$ cat config.mk
export PLATFORM = sky130hd
export DESIGN_NAME = rst_sequencer
export DESIGN_NICKNAME = d
export VERILOG_FILES = /design/src/rtl/rst_sequencer.sv
export SDC_FILE = /design/constraint.sdc
export NUM_CORES = 1
export LEC_CHECK = 0
export CORE_MARGIN = 1.5
export CORE_UTILIZATION = 50
export DETAILED_ROUTE_END_ITERATION = 6
export PLACE_DENSITY_LB_ADDON = 0.25
export SYNTH_ARGS = -nofsm -noshare
export SYNTH_HDL_FRONTEND = slang
export SYNTH_SLANG_ARGS = --single-unit
$ cat constraint.sdc
create_clock -name clk -period 1.84 [get_ports clk]
set_input_delay 0.184 -clock clk [delete_from_list [all_inputs] [get_ports clk]]
set_output_delay 0.184 -clock clk [all_outputs]
set_load 0.01 [all_outputs]
$ cat src/rtl/rst_sequencer.sv
// Board-level reset controller: synchronizes PLL lock and the external reset button,
// then releases NUM_OUT active-low resets one at a time with a fixed gap.
module rst_sequencer #(
    parameter int NUM_OUT     = 3,
    parameter int DELAY_W     = 8,
    parameter int DELAY       = 16,
    parameter int LOCK_FILTER = 4
) (
    input  logic               clk,
    input  logic               nreset,
    input  logic               pll_locked_async,
    input  logic               ext_rst_n_async,
    input  logic               sw_rst_req,
    output logic [NUM_OUT-1:0] rst_n_out,
    output logic               all_released,
    output logic [1:0]         state,
    output logic [7:0]         fault_cnt
);

    localparam int                 IDX_W       = (NUM_OUT > 1) ? $clog2(NUM_OUT) : 1;
    localparam logic [DELAY_W-1:0] LAST_TICK   = DELAY_W'(DELAY - 1);
    localparam logic [7:0]         FILT_TARGET = 8'(LOCK_FILTER);
    localparam logic [IDX_W-1:0]   LAST_IDX    = IDX_W'(NUM_OUT - 1);

    typedef enum logic [1:0] {
        ST_ASSERT  = 2'd0,
        ST_FILTER  = 2'd1,
        ST_RELEASE = 2'd2,
        ST_RUN     = 2'd3
    } state_e;

    state_e             cur_state;
    state_e             nxt_state;
    logic               lock_meta;
    logic               lock_s;
    logic               ext_meta;
    logic               ext_s;
    logic               qual;
    logic               abort;
    logic [DELAY_W-1:0] hold_cnt;
    logic [DELAY_W-1:0] hold_nxt;
    logic [DELAY_W-1:0] stag_cnt;
    logic [DELAY_W-1:0] stag_nxt;
    logic [7:0]         filt_cnt;
    logic [7:0]         filt_nxt;
    logic [IDX_W-1:0]   idx;
    logic [IDX_W-1:0]   idx_nxt;
    logic [NUM_OUT-1:0] rst_n_nxt;
    logic               all_rel_nxt;
    logic [7:0]         fault_nxt;

    // Reset value 0 on both synchronizers reads as "unlocked / button pressed".
    always_ff @(posedge clk) begin
        if (!nreset) begin
            lock_meta <= 1'b0;
            lock_s    <= 1'b0;
            ext_meta  <= 1'b0;
            ext_s     <= 1'b0;
        end else begin
            lock_meta <= pll_locked_async;
            lock_s    <= lock_meta;
            ext_meta  <= ext_rst_n_async;
            ext_s     <= ext_meta;
        end
    end

    assign qual = lock_s & ext_s;

    always_ff @(posedge clk) begin
        if (!nreset) begin
            cur_state    <= ST_ASSERT;
            hold_cnt     <= '0;
            stag_cnt     <= '0;
            filt_cnt     <= '0;
            idx          <= '0;
            rst_n_out    <= '0;
            all_released <= 1'b0;
            fault_cnt    <= '0;
        end else begin
            cur_state    <= nxt_state;
            hold_cnt     <= hold_nxt;
            stag_cnt     <= stag_nxt;
            filt_cnt     <= filt_nxt;
            idx          <= idx_nxt;
            rst_n_out    <= rst_n_nxt;
            all_released <= all_rel_nxt;
            fault_cnt    <= fault_nxt;
        end
    end

    always_comb begin
        nxt_state   = cur_state;
        hold_nxt    = hold_cnt;
        stag_nxt    = stag_cnt;
        filt_nxt    = filt_cnt;
        idx_nxt     = idx;
        rst_n_nxt   = rst_n_out;
        all_rel_nxt = all_released;
        fault_nxt   = fault_cnt;
        abort       = 1'b0;

        case (cur_state)
            ST_ASSERT: begin
                rst_n_nxt   = '0;
                all_rel_nxt = 1'b0;
                if (sw_rst_req) begin
                    hold_nxt = '0;
                end else if (hold_cnt == LAST_TICK) begin
                    hold_nxt  = '0;
                    filt_nxt  = '0;
                    nxt_state = ST_FILTER;
                end else begin
                    hold_nxt = hold_cnt + 1'b1;
                end
            end
            ST_FILTER: begin
                if (sw_rst_req) begin
                    filt_nxt  = '0;
                    nxt_state = ST_ASSERT;
                end else if (!qual) begin
                    filt_nxt = '0;
                end else if (filt_cnt + 8'd1 == FILT_TARGET) begin
                    filt_nxt  = '0;
                    stag_nxt  = '0;
                    idx_nxt   = '0;
                    nxt_state = ST_RELEASE;
                end else begin
                    filt_nxt = filt_cnt + 8'd1;
                end
            end
            ST_RELEASE: begin
                if (!qual || sw_rst_req) begin
                    abort = 1'b1;
                end else if (stag_cnt == LAST_TICK) begin
                    stag_nxt = '0;
                    for (int i = 0; i < NUM_OUT; i++) begin
                        if (idx == IDX_W'(i)) begin
                            rst_n_nxt[i] = 1'b1;
                        end
                    end
                    // The last release also flags completion on the same edge.
                    if (idx == LAST_IDX) begin
                        idx_nxt     = '0;
                        all_rel_nxt = 1'b1;
                        nxt_state   = ST_RUN;
                    end else begin
                        idx_nxt = idx + 1'b1;
                    end
                end else begin
                    stag_nxt = stag_cnt + 1'b1;
                end
            end
            ST_RUN: begin
                if (!qual || sw_rst_req) begin
                    abort = 1'b1;
                end
            end
            default: begin
                nxt_state = ST_ASSERT;
            end
        endcase

        // Only a lost lock counts as a fault, even when a software request coincides.
        if (abort) begin
            nxt_state   = ST_ASSERT;
            rst_n_nxt   = '0;
            all_rel_nxt = 1'b0;
            hold_nxt    = '0;
            stag_nxt    = '0;
            filt_nxt    = '0;
            idx_nxt     = '0;
            if (!lock_s && (fault_cnt != 8'hFF)) begin
                fault_nxt = fault_cnt + 8'd1;
            end
        end
    end

    assign state = cur_state;

endmodule
==> run metrics, run 1 <==
status finished with violations; failing checks setup timing; Post-synth ARST share 0%; I/O Pins 19; Cell Area, Placed between 3000 and 4000 µm²; switching power around 0.38 mW; CP cell instances or4_4 > o32a_1 > or2_4 > or3b_1 > a21oi_1; final non-filler cell total roughly 420; register clock-pin slew on the reported worst setup and hold paths approximately 0.090 ns; residual DRC count 0; CTS tree built; Core Area 4470 µm²; Most Crowded Layer GR met2; initial DRC count 141; clk buf depth 2; Final Hold Fails 0; flops & latches, synth between 40 and 50; fin. max-slew vios 0; crit path max-delay cell type or4_4; Peak supply drop 0.000437 V; CTS sink count 43; antenna-violating nets left 0; met2 GRT Util between 40% and 50%; drt via density ~6; Reg power frac around half; worst hold stages 1; # setup viols final 10; post-DP HPWL roughly 4300 µm; initial core utilization a little over half; number of distinct library cells after synthesis 52; Die X 71.9 µm; Syn. warnings 0; die height roughly 70 µm; Pleak 1.31 nW; pwr dens between 500 and 600 nW/µm²; DR vias between 2,000 and 3,000; Crit Path Class flop to flop; total CTS buffers 5; Final Cell Area roughly 3500 µm²; peak fanout along the critical path 5; met3 Resource Use GR between 4 and 5%; clock share of power 46.6%; worst path arrival time 2.27 ns; Die ar. around 5200 µm²; worst clock skew about 0.0066 ns; synthesized cell area roughly 2400 µm²; Overall Power 1.90 mW; worst-skew pair later-pin latency 0.30 ns; Post-synth EDFFs 0; TNS Setup -1.56 ns; Overflow after GRT 0; first-pass GRT wire length around 10,000 µm; Net count, final just under 400; Worst-Margin Slew between 0.3 and 0.4 ns; Rel. slew slack between 70% and 80%; Yosys top cell area share a little over a third; initial antenna violation count 0; total wire length slightly below 7000 µm; hold_ws 0.450 ns; Post-Synthesis Net Count between 300 and 400; GRT Total Usage between 20% and 30%; Logic pwr share a little under 4%; cells after synthesis a little under 300; root buf cell clkbuf_8; CP endpoint kind flop; GR Util met1 a little under a third; Hold Startpoint lock_meta; top post-synthesis cells by area dfxtp_1, ha_1, a21oi_1, o21ai_0, nor2_1; Worst path top cell family by delay simple AND/OR/NAND/NOR gates; drt pass-1 iters 5; IO buf count 18; fmax 489 MHz; number of global-route vias before repair 2,373; Reg-to-Reg End filt_cnt[4]; crit path time final a little over 2 ns; H-Tree Depth 2; area leader, netlist dfxtp_1; Primary FF master, synth dfxtp_1; Worst EP required about 2.1 ns; n_diodes 0; area grow syn2layout 47.8%; sequential-to-total area share from yosys stat between 30% and 40%; Hold WC Path Type flop to flop; Synth top cells by count dfxtp_1, nor2_1, a21oi_1, o21ai_0; routability cong. roughly 0.87; wire length per cell ~16 µm; final core utilization between 70% and 80%; Net Sw Frac around 20%; fin worst setup slack -0.203 ns; syn_area_per_cell 8.14 µm²; r2r worst-path depth 5; Buf/Inv on CP 0; Fillers around 290; post-route clock period utilization 111%; Max Cap Viol 0; largest net degree at the start of global routing 17; R2R Setup Slk -0.20 ns; row cnt 24; startpoint types flop; internal power between 1.5 and 2 mW; worst r2r src hold_cnt[4]; RSZ-0062 raised after global routing true; Min-Delay Endpoint lock_s; most common cell in the netlist dfxtp_1; Post-Place Worst Slack -0.313 ns; largest stage delay on the critical path 0.53 ns; Inst Count DP roughly 400; ratio of cells with drive above 1 in the final layout around 36%
[kinds of logic after synthesis]
family                     count (synthesis)  synth area share, %
AOI/OAI and AO/OA                         76                 20.2
xor gates and xnor gates                   9                 3.32
buffers and inverters                     26                 4.32
and+or+nand+nor                          126                 29.8
adders and majority gates                 10                 5.27
DFF                                       43                 36.2
muxes                                      2                0.895
[repair_timing]
action / in CTS / in global routing
pin swaps: 6 / 23
endpoints found under the setup margin: 17 / 31
hold buffers: 0 / 0
endpoints found under the hold margin: 0 / 0
gates resized for setup: 25 / 41
gates cloned: 1 / 0
buffers inserted: 5 / 3
[power groups by stage]
stage,registers [mW],logic [mW],clock network (mW)
finish,0.940,0.0733,0.883
global route,0.940,0.0791,0.931
CTS,0.939,0.0661,0.893
detailed placement,0.961,0.0647,0
global placement,0.961,0.0638,0
floorplan,0.961,0.0271,0
[state kept, by name (all words and copies together) (netlist names)]
name       count
ext_s          1
idx            2
lock_s         1
filt_cnt       8
stag_cnt       8
state          2
lock_meta      1
fault_cnt      8
hold_cnt       8
ext_meta       1
rst_n_out      3
[worst max-delay path by stage]
stage,start,end,depth (start not counted)
final,hold_cnt[4],filt_cnt[4],5
after global routing,hold_cnt[4],state[0],7
after global placement,sw_rst_req,idx[0],7
after CTS,hold_cnt[4],filt_cnt[4],5
after floorplan,hold_cnt[4],filt_cnt[4],5
after detailed placement,sw_rst_req,idx[0],7
[placed cells by master, fill, tap and decap left out, types with 3 or more instances in the layout]
master	Yosys	routed
and3_1	9	9
a21oi_2	0	5
o21ai_0	20	12
nor3_1	10	10
or3b_1	3	3
o21ai_2	0	3
nand4_1	8	8
nand3_1	15	12
o2111ai_1	4	3
nor4_1	7	3
nor4_2	0	3
ha_1	10	6
nor3b_1	3	3
dfxtp_2	0	7
o21ai_1	1	5
dfxtp_1	43	36
buf_4	1	65
or3_1	5	4
clkdlybuf4s50_1	0	18
nor2_1	23	23
buf_6	0	6
clkbuf_8	0	5
xnor2_1	7	6
a21oi_1	21	16
nand2_1	12	12
nand2b_1	4	3
a31oi_1	7	6
inv_1	9	7
and2_1	13	13
[worst reg2reg max path, stage by stage, from the launching register on]
cell     delay (ns)
dfxtp_2        0.33
or4_4          0.53
o32a_1         0.34
or2_4          0.27
or3b_1         0.37
a21oi_1        0.14
[routing by layer]
metal | share of wire, % | vias to the layer above
met3 | 4.6 | 17
li1 | - | 1240
met1 | 43 | 1227
met5 | 0 | -
met2 | 50 | 98
met4 | 2.8 | 0
[final cells by class]
class	instances	area, µm²	share of cell area [%]
inverters	9	33.8	0.962
well taps	52	65.1	1.85
multi-input cells	223	1670	47.6
clock buffers	5	68.8	1.96
repair buffers	89	736	21.0
clock inverters	3	67.6	1.92
flip-flops and latches	43	870	24.8
No activity file was read; power rests on OpenSTA's default activity.
==> run 2: changes to the inputs <==
- CORE_UTILIZATION: 50 -> 32
- clock period: 1.84 -> 1.9 ns (I/O delays scaled with it)
==> run 2 against run 1 <==
- the run still ends with setup timing left
- count of clock-buffer cells in the layout rose by 1
- utilization down 31 points
- via count decreased by 4.7%
- clock power down 13%
- critical path type unchanged
- critical endpoint unchanged
==> run metrics, run 2 (synthesis results as in run 1) <==
status finished with violations; failing checks setup timing; Pleak around 1.3 nW; hold_ws between 0.4 and 0.5 ns; worst path arrival time 2.25 ns; Critical Path End filt_cnt[4]; row cnt 31; fmax approximately 500 MHz; Hold Startpoint ext_meta; Final Hold Fails 0; largest net degree at the start of global routing 17; Max Cap Viol 0; drt via density around 5.3; post-route clock period utilization 106%; CP cell instances or4_4 > o32a_1 > or2_4 > or3b_1 > a21oi_1; Post-Place Worst Slack -0.331 ns; routability cong. about 0.8; area grow syn2layout 45.3%; Cell Area, Placed between 3000 and 4000 µm²; CP Launch Point hold_cnt[4]; CTS tree built; pwr dens 505 nW/µm²; worst-skew pair later-pin latency roughly 0.30 ns; worst clock skew between 0.004 and 0.005 ns; crit path max-delay cell type or4_4; total CTS buffers 5; Overall Power 1.74 mW; RSZ-0062 raised after global routing true; multi-input gate area in the final layout about 1600 µm²; residual DRC count 0; Net count, final approximately 380; Reg-to-Reg End filt_cnt[4]; post-DP HPWL around 4300 µm; Die ar. a little under 8000 µm²; Hold WC Path Type flop to flop; Core Area about 7200 µm²; largest stage delay on the critical path roughly 0.54 ns; Fillers a little over 700; # setup viols final 12; Inst Count DP between 400 and 500; H-Tree Depth 2; drt pass-1 iters 4; CTS sink count 43; Storage cell area just under 900 µm²; most frequent cells in the layout buf_4, dfxtp_1, nor2_1; I/O Pins 19; root buf cell clkbuf_8; initial DRC count around 120; startpoint types flop; ratio of cells with drive above 1 in the final layout a little under a third; Peak supply drop about 0.00035 V; Worst-Margin Slew between 0.5 and 0.6 ns; antenna-violating nets left 0; first-pass GRT wire length 10,100 µm; initial core utilization roughly 33%; Rel. slew slack about two thirds; Die X between 80 and 90 µm; n_diodes 0; clk buf depth 2; cts hold-fix bufs 0; register clock-pin slew on the reported worst setup and hold paths roughly 0.09 ns; initial antenna violation count 0; final core utilization between 40% and 50%; DR vias roughly 2,500; fin worst setup slack -0.120 ns; fin. max-slew vios 0; final non-filler cell total 467; die height 89.2 µm; number of global-route vias before repair approximately 2,200; CP endpoint kind flop; worst r2r src hold_cnt[4]; peak fanout along the critical path 5; Overflow after GRT 0; GRT Total Usage 15.9%; total wire length 6150 µm; r2r worst-path depth 5; R2R Setup Slk -0.12 ns; Crit Path Class flop to flop; wire length per cell 13.2 µm; IO buf count 18; Final Cell Area approximately 3500 µm²; most common cell after layout, fill and taps aside buf_4; TNS Setup -0.668 ns; crit path time final between 2 and 2.5 ns; Worst EP required 2.13 ns
-- run 2: cell count changes in the layout (fill, tap and decap cells not counted), sizes merged --
cell      previous run  this run
buf                 71        67
bufinv               2         1
clkbuf               5         6
clkinvlp             1         0
inv                  9        10
-- run 2: worst max-delay path, delay by kind of cell (launching register included) --
family             cells  cell delay [ns]
and+or+nand+nor        3             1.16
AOI/OAI and AO/OA      2             0.48
DFF                    1             0.33
-- run 2: how the worst min path moves through the flow --
stage,to,slack [ns],depth (start not counted)
2_1_floorplan,fault_cnt[6],0.31,1
3_3_place_gp,lock_s,0.43,1
3_5_place_dp,lock_s,0.43,1
4_1_cts,lock_s,0.45,1
5_1_grt,lock_s,0.46,1
6_report,ext_s,0.45,1
-- run 2: layer usage --
metal  vias to the layer above  wire [µm]  global-route usage, %  share of wire, %
met2                        47       2830                   24.6                46
met3                         8        247                   3.42               4.0
met4                         0         63                   4.48               1.0
met5                         -          0                      0                 0
met1                      1172       3010                   22.4                49
li1                       1233          -                      -                 -
-- run 2: area by class of cell --
class	count	share of cell area (%)
clock buffers	6	2.39
clock inverters	2	1.12
inverters	9	1.05
multi-input cells	223	46.2
flip-flops and latches	43	25.1
well taps	99	3.59
repair buffers	85	20.6
-- run 2: repair_timing --
action	4_1_cts	5_1_grt
setup endpoints to repair	15	24
pin swaps	9	7
resized for setup	14	30
setup buffers	2	4
hold endpoints to repair	0	0
-- run 2: power by group --
group          switching, mW  leakage (nW)  internal (mW)
Clock                  0.332        0.0618          0.433
Combinational         0.0356         0.869         0.0335
Sequential           0.00312         0.350          0.906
==> run 3: changes to the inputs <==
- CORE_MARGIN: 1.5 -> 2
==> run 3 against run 2 <==
- clock power barely moved
- via count shrank 1.8%
- the flow still finishes with violations (setup timing)
- critical path type unchanged
- highest routed layer unchanged
- setup slack got worse by 0.023 ns
- sequential share of layout area up 1.1 points
- largest power group unchanged
==> run metrics, run 3 (synthesis results as in run 1) <==
CTS sink count 43; n_diodes 0; total wire length a little over 6000 µm; fmax ~490 MHz; Die ar. a little over 8000 µm²; Worst-Margin Slew 0.409 ns; largest net degree at the start of global routing 28; R2R Setup Slk -0.14 ns; Overall Power between 1.5 and 2 mW; register clock-pin slew on the reported worst setup and hold paths 0.08 ns; multi-input gate area in the final layout approximately 1500 µm²; worst r2r src hold_cnt[4]; pwr dens 526 nW/µm²; Hold WC Path Type flop to flop; worst-skew pair later-pin latency approximately 0.3 ns; failing checks setup timing; antenna-violating nets left 0; clk buf depth 2; Hold Startpoint lock_meta; initial DRC count 165; Reg-to-Reg End filt_cnt[4]; initial core utilization between 30% and 40%; ratio of cells with drive above 1 in the final layout about a quarter; post-route clock period utilization 108%; CTS tree built; drt pass-1 iters 5; row cnt 31; Peak supply drop approximately 0.00035 V; Net count, final roughly 370; status finished with violations; IO buf count 18; die height 90.2 µm; Pleak about 1.2 nW; Final Cell Area 3300 µm²; Overflow after GRT 0; residual DRC count 0; DR vias about 2,400; cts hold-fix bufs 0; Rel. slew slack between 70 and 80%; drt via density approximately 5.3; H-Tree Depth 2; startpoint types flop; root buf cell clkbuf_8; GRT Total Usage roughly 16%; worst hold stages 1; RSZ-0062 raised after global routing true; Die X between 90 and 100 µm; I/O Pins 19; r2r worst-path depth 5; fin worst setup slack -0.143 ns; first-pass GRT wire length 10,500 µm; Min-Delay Endpoint lock_s; most frequent cells in the layout buf_4, dfxtp_1, nor2_1; final core utilization between 40% and 50%; worst path arrival time between 2 and 2.5 ns; area grow syn2layout 38.9%; Core Area just over 7000 µm²; post-DP HPWL about 4300 µm; Max Cap Viol 0; wire length per cell around 14 µm; most common cell after layout, fill and taps aside buf_4; Final Hold Fails 0; Cell Area, Placed approximately 3000 µm²; Storage cell area roughly 870 µm²; CP endpoint kind flop; Worst EP required between 2 and 2.5 ns; Fillers 744; crit path time final 2.04 ns; # setup viols final 9; worst clock skew 0.00408 ns; number of global-route vias before repair between 2,000 and 2,500; peak fanout along the critical path 5; routability cong. 0.787; total CTS buffers 5; fin. max-slew vios 0; initial antenna violation count 0; Crit Path Class flop to flop
run 3: cell type report:
cell class | count | area share, %
inverters | 9 | 1.02
multi-input cells | 223 | 46.2
flip-flops and latches | 43 | 26.2
well taps | 99 | 3.75
clock inverters | 2 | 1.06
clock buffers | 6 | 2.50
repair buffers | 76 | 19.2
run 3: where the power goes:
part	total, mW	switching (mW)	internal (mW)
clock network	0.763	0.338	0.426
logic	0.0640	0.0338	0.0303
registers	0.910	0.00344	0.906
run 3: worst max-delay path: stages (launching register included):
cell     delay [ns]
dfxtp_2        0.33
or4_4          0.54
o32a_1         0.33
or2_4          0.26
or3b_1         0.38
a21oi_2        0.14
run 3: how the worst max path moves through the flow:
stage / startpoint / to / depth (start not counted) / slack [ns]
global placement: sw_rst_req / state[0] / 7 / -0.25
detailed placement: sw_rst_req / stag_cnt[6] / 7 / -0.26
finish: hold_cnt[4] / filt_cnt[4] / 5 / -0.14
floorplan: hold_cnt[4] / filt_cnt[4] / 5 / -0.03
global route: hold_cnt[4] / filt_cnt[4] / 5 / -0.20
CTS: hold_cnt[4] / filt_cnt[4] / 5 / -0.16
run 3: repair_timing:
| item | in CTS | in global routing |
|---|---|---|
| gates cloned | 0 | 1 |
| pin swaps | 4 | 4 |
| setup buffers | 1 | 1 |
| endpoints found under the setup margin | 14 | 26 |
| gates resized for setup | 6 | 23 |
run 3: through the flow:
stage | worst slack (ns) | hold slack [ns] | instances | TNS [ns]
2_1_floorplan | -0.0279 | 0.312 | 292 | -0.0473
3_3_place_gp | -0.247 | 0.415 | 447 | -3.45
3_5_place_dp | -0.261 | 0.430 | 447 | -3.88
4_1_cts | -0.159 | 0.449 | 456 | -0.703
5_1_grt | -0.201 | 0.452 | 458 | -1.95
6_report | -0.143 | 0.444 | 458 | -0.652
run 3: routing by layer:
metal / up-vias / wire (µm) / GRT usage (%)
li1: 1209 / - / -
met1: 1148 / 2940 / 20.7
met2: 51 / 2980 / 25.7
met3: 7 / 236 / 2.85
met4: 0 / 72 / 5.26
met5: - / 0 / 0
